<file path="config.mk">
export PLATFORM = sky130hd
export DESIGN_NAME = ram_be
export DESIGN_NICKNAME = d
export VERILOG_FILES = /design/src/rtl/ram_be.sv
export SDC_FILE = /design/constraint.sdc
export NUM_CORES = 1
export LEC_CHECK = 0
export ABC_AREA = 1
export CAP_MARGIN = 10
export CORE_MARGIN = 5
export CORE_UTILIZATION = 44
export DETAILED_ROUTE_END_ITERATION = 7
export PLACE_DENSITY = 0.68
export SLEW_MARGIN = 10
export SYNTH_ARGS = -nofsm -noshare
export SYNTH_HDL_FRONTEND = slang
export SYNTH_SLANG_ARGS = --single-unit
</file>
<file path="constraint.sdc">
create_clock -name clk -period 3.9 [get_ports clk]
set_clock_uncertainty 0.1 [all_clocks]
set_input_delay 0.78 -clock clk [delete_from_list [all_inputs] [get_ports clk]]
set_output_delay 0.78 -clock clk [all_outputs]
set_load 0.02 [all_outputs]
</file>
<file path="src/rtl/ram_be.sv">
// Single-port word memory with byte-enable writes, registered read-first output,
// address range checking and an optional zero-fill sequence after reset.
module ram_be #(
    parameter int DATA_W         = 32,
    parameter int DEPTH          = 16,
    parameter int ADDR_W         = 32,
    parameter int CLEAR_ON_RESET = 1
) (
    input  logic                  clk,
    input  logic                  rst,
    input  logic                  r_en,
    input  logic                  w_en,
    input  logic [ADDR_W-1:0]     addr,
    input  logic [DATA_W-1:0]     Dato,
    input  logic [DATA_W/8-1:0]   be,
    output logic [DATA_W-1:0]     resRAM,
    output logic                  r_valid,
    output logic                  busy,
    output logic                  addr_err
);

    localparam int   IDX_W  = $clog2(DEPTH);
    localparam int   BE_W   = DATA_W / 8;
    localparam logic CLR_EN = (CLEAR_ON_RESET != 0);

    typedef enum logic {CLEAR, IDLE} state_t;

    state_t            state;
    logic [IDX_W-1:0]  clr_cnt;
    logic [DATA_W-1:0] mem [DEPTH];

    logic              in_range;
    logic [IDX_W-1:0]  idx;
    logic              accept;

    // Any set bit above the index field makes the address out of range.
    assign in_range = (addr >> IDX_W) == '0;
    assign idx      = addr[IDX_W-1:0];
    assign accept   = (state == IDLE) && !rst;

    function automatic logic [DATA_W-1:0] merge_bytes(
        input logic [DATA_W-1:0] old_word,
        input logic [DATA_W-1:0] new_word,
        input logic [BE_W-1:0]   en
    );
        logic [DATA_W-1:0] merged;
        merged = old_word;
        for (int i = 0; i < BE_W; i++) begin
            if (en[i]) begin
                merged[8*i +: 8] = new_word[8*i +: 8];
            end
        end
        return merged;
    endfunction

    // Storage: clear writes take priority; no reset on the array itself.
    always_ff @(posedge clk) begin
        if (!rst && state == CLEAR) begin
            mem[clr_cnt] <= '0;
        end else if (accept && w_en && in_range) begin
            mem[idx] <= merge_bytes(mem[idx], Dato, be);
        end
    end

    // Control FSM and registered read port; the read sees pre-write contents.
    always_ff @(posedge clk) begin
        if (rst) begin
            state    <= CLR_EN ? CLEAR : IDLE;
            busy     <= CLR_EN;
            clr_cnt  <= '0;
            resRAM   <= '0;
            r_valid  <= 1'b0;
            addr_err <= 1'b0;
        end else begin
            r_valid  <= 1'b0;
            addr_err <= 1'b0;
            case (state)
                CLEAR: begin
                    clr_cnt <= clr_cnt + 1'b1;
                    if (clr_cnt == IDX_W'(DEPTH - 1)) begin
                        state <= IDLE;
                        busy  <= 1'b0;
                    end
                end
                IDLE: begin
                    if (r_en) begin
                        r_valid <= 1'b1;
                        resRAM  <= in_range ? mem[idx] : '0;
                    end
                    addr_err <= (r_en || w_en) && !in_range;
                end
                default: begin
                    state <= IDLE;
                    busy  <= 1'b0;
                end
            endcase
        end
    end

endmodule

</file>
# == Word-level counts from Yosys, hierarchy flattened ==
# Memories as Yosys holds them, arrays and structs flattened.
# Index checks and enable logic that the tools add are counted.
# word_totals
reg_bits,40
ram_bits,512
inputBits,72
n_memories,1
# op_classes
add_sub_neg,1
n_eq_ne,1
muxes,24
n_bitwise,1
n_reduce_logical,13
# memory_table
memory,words,word_bits,read_ports,rd_clocked_by_memory_dff,wr,line,text
mem,16,32,1,0,1,30,logic [DATA_W-1:0] mem [DEPTH];
# op_table
operator,count
2-to-1 mux 8 bit,12
2-to-1 mux 32 bit,2
zero test 32 bit,1
OR reduction 32 bit,1
2-to-1 mux 1 bit,9
logical AND 1 bit,5
adder 4 x 1 -> 4 bit (second input constant),1
== test 4 bit (second input constant),1
2-to-1 mux 4 bit,1
AND reduction 2 bit,2
zero test 1 bit,2
OR reduction 2 bit,1
logical OR 1 bit,1
inverter 1 bit,1

# == Depth between registers and ports, before layout ==
# logic_depth
ltp_word,9
mapped_depth,11
mapped_depth_nobuf,10

# == Worst setup path before layout ==
# OpenSTA, ideal clock, no wires.
# synth_timing
path_kind,input port to flip-flop
from,input port addr[28]
to,memory mem[0][0] (enable)
setup_time_ns,0.421
arrival_ns,3.061
setup_slack_ns,0.318
path_stages,10
cell_sequence,inv_1 nand2_1 nor2_1 nand2_1 nor2_1 nand3_2 buf_6 o21ai_2 nand2_1 nor2_1
# synth_between
elab_chain_len,7
elab_cells_between_ends,8
# synth_rtl
item,line,text
"start, declared",13,"input logic [ADDR_W-1:0] addr,"
zero test 32 bit (*),37,assign in_range = (addr >> IDX_W) == '0;
logical AND 1 bit (*),60,end else if (accept && w_en && in_range) begin
2-to-1 mux 1 bit (*),60,
2-to-1 mux 1 bit (*),58,if (!rst && state == CLEAR) begin
2-to-1 mux 1 bit (not written as such) (*),61,"mem[idx] <= merge_bytes(mem[idx], Dato, be);"
OR reduction 32 bit (no line),n/a,
2-to-1 mux 4 bit (no line) or 2-to-1 mux 1 bit (tied branches),n/a,
"end, declared",30,
# Every way passes the cells marked *; elsewhere a longest branch is shown, timed or not.

# == Worst setup path after layout ==
# layout_timing
from,input port addr[19]
to,memory mem[3][21] (enable)
# Same word-level chain as after synthesis.

==> impl_results.md <==
* WS Path Type: input port to flop
* N_diodes at 0
* Die outline width at 237 µm
* Via count at 15600
* Status: completed
* Total power at 12.0 mW
* RSZ-0062 raised after global routing: no
* Crit path time final at 3.06 ns
* Post-place setup slack at 0.302 ns
* Post-synth cell types at 25
* Seq/Total Area, Yosys at 0.715
* #FFs+latches synth at 552
* Hold Path End: resRAM[26]
* Core Area at 51100 µm²
* Synthesized Nets at 2056
* ANT nets after route at 0
* Capturing element type of the critical path: flop
* Clk pin slew, worst setup/hold paths at 0.06 ns
* R2R depth at 8
* Layout cells sized above 1 at 0.106
* Gr ovfl total at 0
* Reg-to-Reg End: mem[3][21]
* Post-Syn Area at 22600 µm²
* IO Port Bufs at 106
* Starting Density at 0.443
* Initial antenna violation count at 0
* Post-DP HPWL at 35700 µm
* Peak VDD IR at 326 µV
* Setup violators final at 0
* Clk root buf: clkbuf_16
* Worst slew margin at 0.216
* Drc violations at 0
* F_max at 0.327 GHz
* Clk Latency, worst-skew pair at 0.59 ns
* Clk buf depth at 3
* WHS at 0.365 ns
* Syn-to-layout area delta at 17.8%
* DRT iter0 DRCs at 1617
* Critical Path RT at 4.04 ns
* Die ar. at 56100 µm²
* Start point of the critical path: addr[19]
* Synth Area per Inst at 11.4 µm²
* Setup bufs post-CTS at 0
* Cell count after placement at 2740
* Net count reported at finish at 2188
* CTS Hold Bufs at 0
* Slew @ Worst Pin at 1.17 ns
* Post_cts resized at 0
* WL per Instance at 20.8 µm
* Clock Sink Count at 552
* Crit-path max FO at 25
* H-tree levels at 2
* Post-route non-filler standard cell count at 2838
* Row count at 83
* First-pass GRT wire length at 91100 µm
* Max-slew violation count at 0
* Vias in the first global route at 15500
* Routability cong. at 0.854
* Synthesis Warnings at 0
* HP Class: flop to flop
* Reg2Reg Setup Slack at 1.07 ns
* Final Hold Fails at 0
* Routed WL at 59000 µm
* Total Routing Usage GR at 0.206
* Die Y at 237 µm
* Largest net degree at the start of global routing at 73
* 1st-pass router iterations at 5
* Power per cell area at 451 nW/µm²
* Pleak at 9.83 nW
* CTS tree: done
* I/O pin cnt at 107
* Worst endpoint data arrival time at 3.20 ns
* Period utilisation layout at 0.784
* Commonest non-fill, non-tap cell in the layout: nand2_1
* Worst R2R Start: state
* Via/cell ratio at 5.51
* PnR worst setup slack at 0.842 ns
* TritonCTS Buffers at 53
* Hold depth at 2
* Min-delay src: resRAM[26]
* Syn Inst Count at 1983
* Most frequent cells in the layout: 574 x nand2_1, 512 x edfxtp_1, 483 x nand3_1, 101 x clkdlybuf4s50_1
* Post-Route Setup TNS at 0 ns
* Max-cap viol count at 0
* Startpoint Class: input port
==> worst max-delay path: stages <==
cell	delay (ns)
clkdlybuf4s50_1	0.43
inv_1	0.08
nand2_1	0.07
nor2_1	0.11
nand2_1	0.09
nor2_1	0.12
nand3_2	0.14
buf_12	0.21
o21ai_0	0.26
nand2_1	0.32
nor2_4	0.20
buf_4	0.37
==> cell type report <==
type	instances	area, µm²
fill	4344	24400
sequential	552	16200
clock inverter	36	272
tap	680	851
multi-input combinational	1272	5850
clock buffer	62	1360
timing repair buffer	201	2010
inverter	35	139
==> layer usage <==
metal  share of wire  global-route usage  vias up
met5               0                   0        -
met4           0.028              0.0600        0
met3           0.090              0.0398      119
met2            0.46               0.325      726
met1            0.42               0.294     7526
li1                -                   -     7266
==> kinds of logic (layout without fill, tap and decap cells) <==
| family | count (synthesis) | in the layout | share of synthesized area |
|---|---|---|---|
| and+or+nand+nor | 1190 | 1190 | 0.234 |
| DFF | 552 | 552 | 0.715 |
| buffers and inverters | 159 | 334 | 0.0323 |
| AOI/OAI and AO/OA | 81 | 81 | 0.0184 |
| adders and majority gates | 1 | 1 | 0.000553 |
==> sequential cells by signal (all words and copies together), names as in the netlist <==
register	flops
addr_err	1
clr_cnt	4
resRAM	32
r_valid	1
mem	512
state	1
busy	1
==> cell usage after synthesis (all sizes together) <==
cell    number  area (µm²)
nor2        93         357
o211ai       2        15.0
nand3      484        2430
edfxtp     512       15400
and2         2        12.5
nor3        35         330
dfxtp       40         801
ha           1        12.5
buf        101         514
o21ai       14        73.8
a31oi        1        6.26
clkbuf      23        86.3
inv         35         131
a21oi       64         320
nand2      576        2160
==> where the power goes <==
group	switching, mW	internal, mW	leakage (nW)	total [mW]
combinational	0.479	0.243	3.12	0.722
sequential	0.0173	6.44	5.92	6.46
clock	2.15	2.70	0.788	4.85
total	2.65	9.38	9.83	12.0
==> metrics by stage <==
step                      instance area, µm²  utilization
after global placement                 25000        0.490
after floorplan                        22600            -
final                                  26700        0.522
after global routing                   26700        0.522
after CTS                              26700        0.522
after detailed placement               25000        0.490
==> worst max path at each step <==
stage | to | slack [ns] | cells after the start
6_report | mem[3][21] | 0.84 | 12
5_1_grt | mem[14][26] | 0.61 | 10
4_1_cts | mem[3][21] | 0.90 | 11
3_5_place_dp | mem[2][18] | 0.30 | 12
3_3_place_gp | mem[9][14] | 0.39 | 12
2_1_floorplan | mem[0][0] | 0.32 | 10
(Power assumes the default switching activity.)
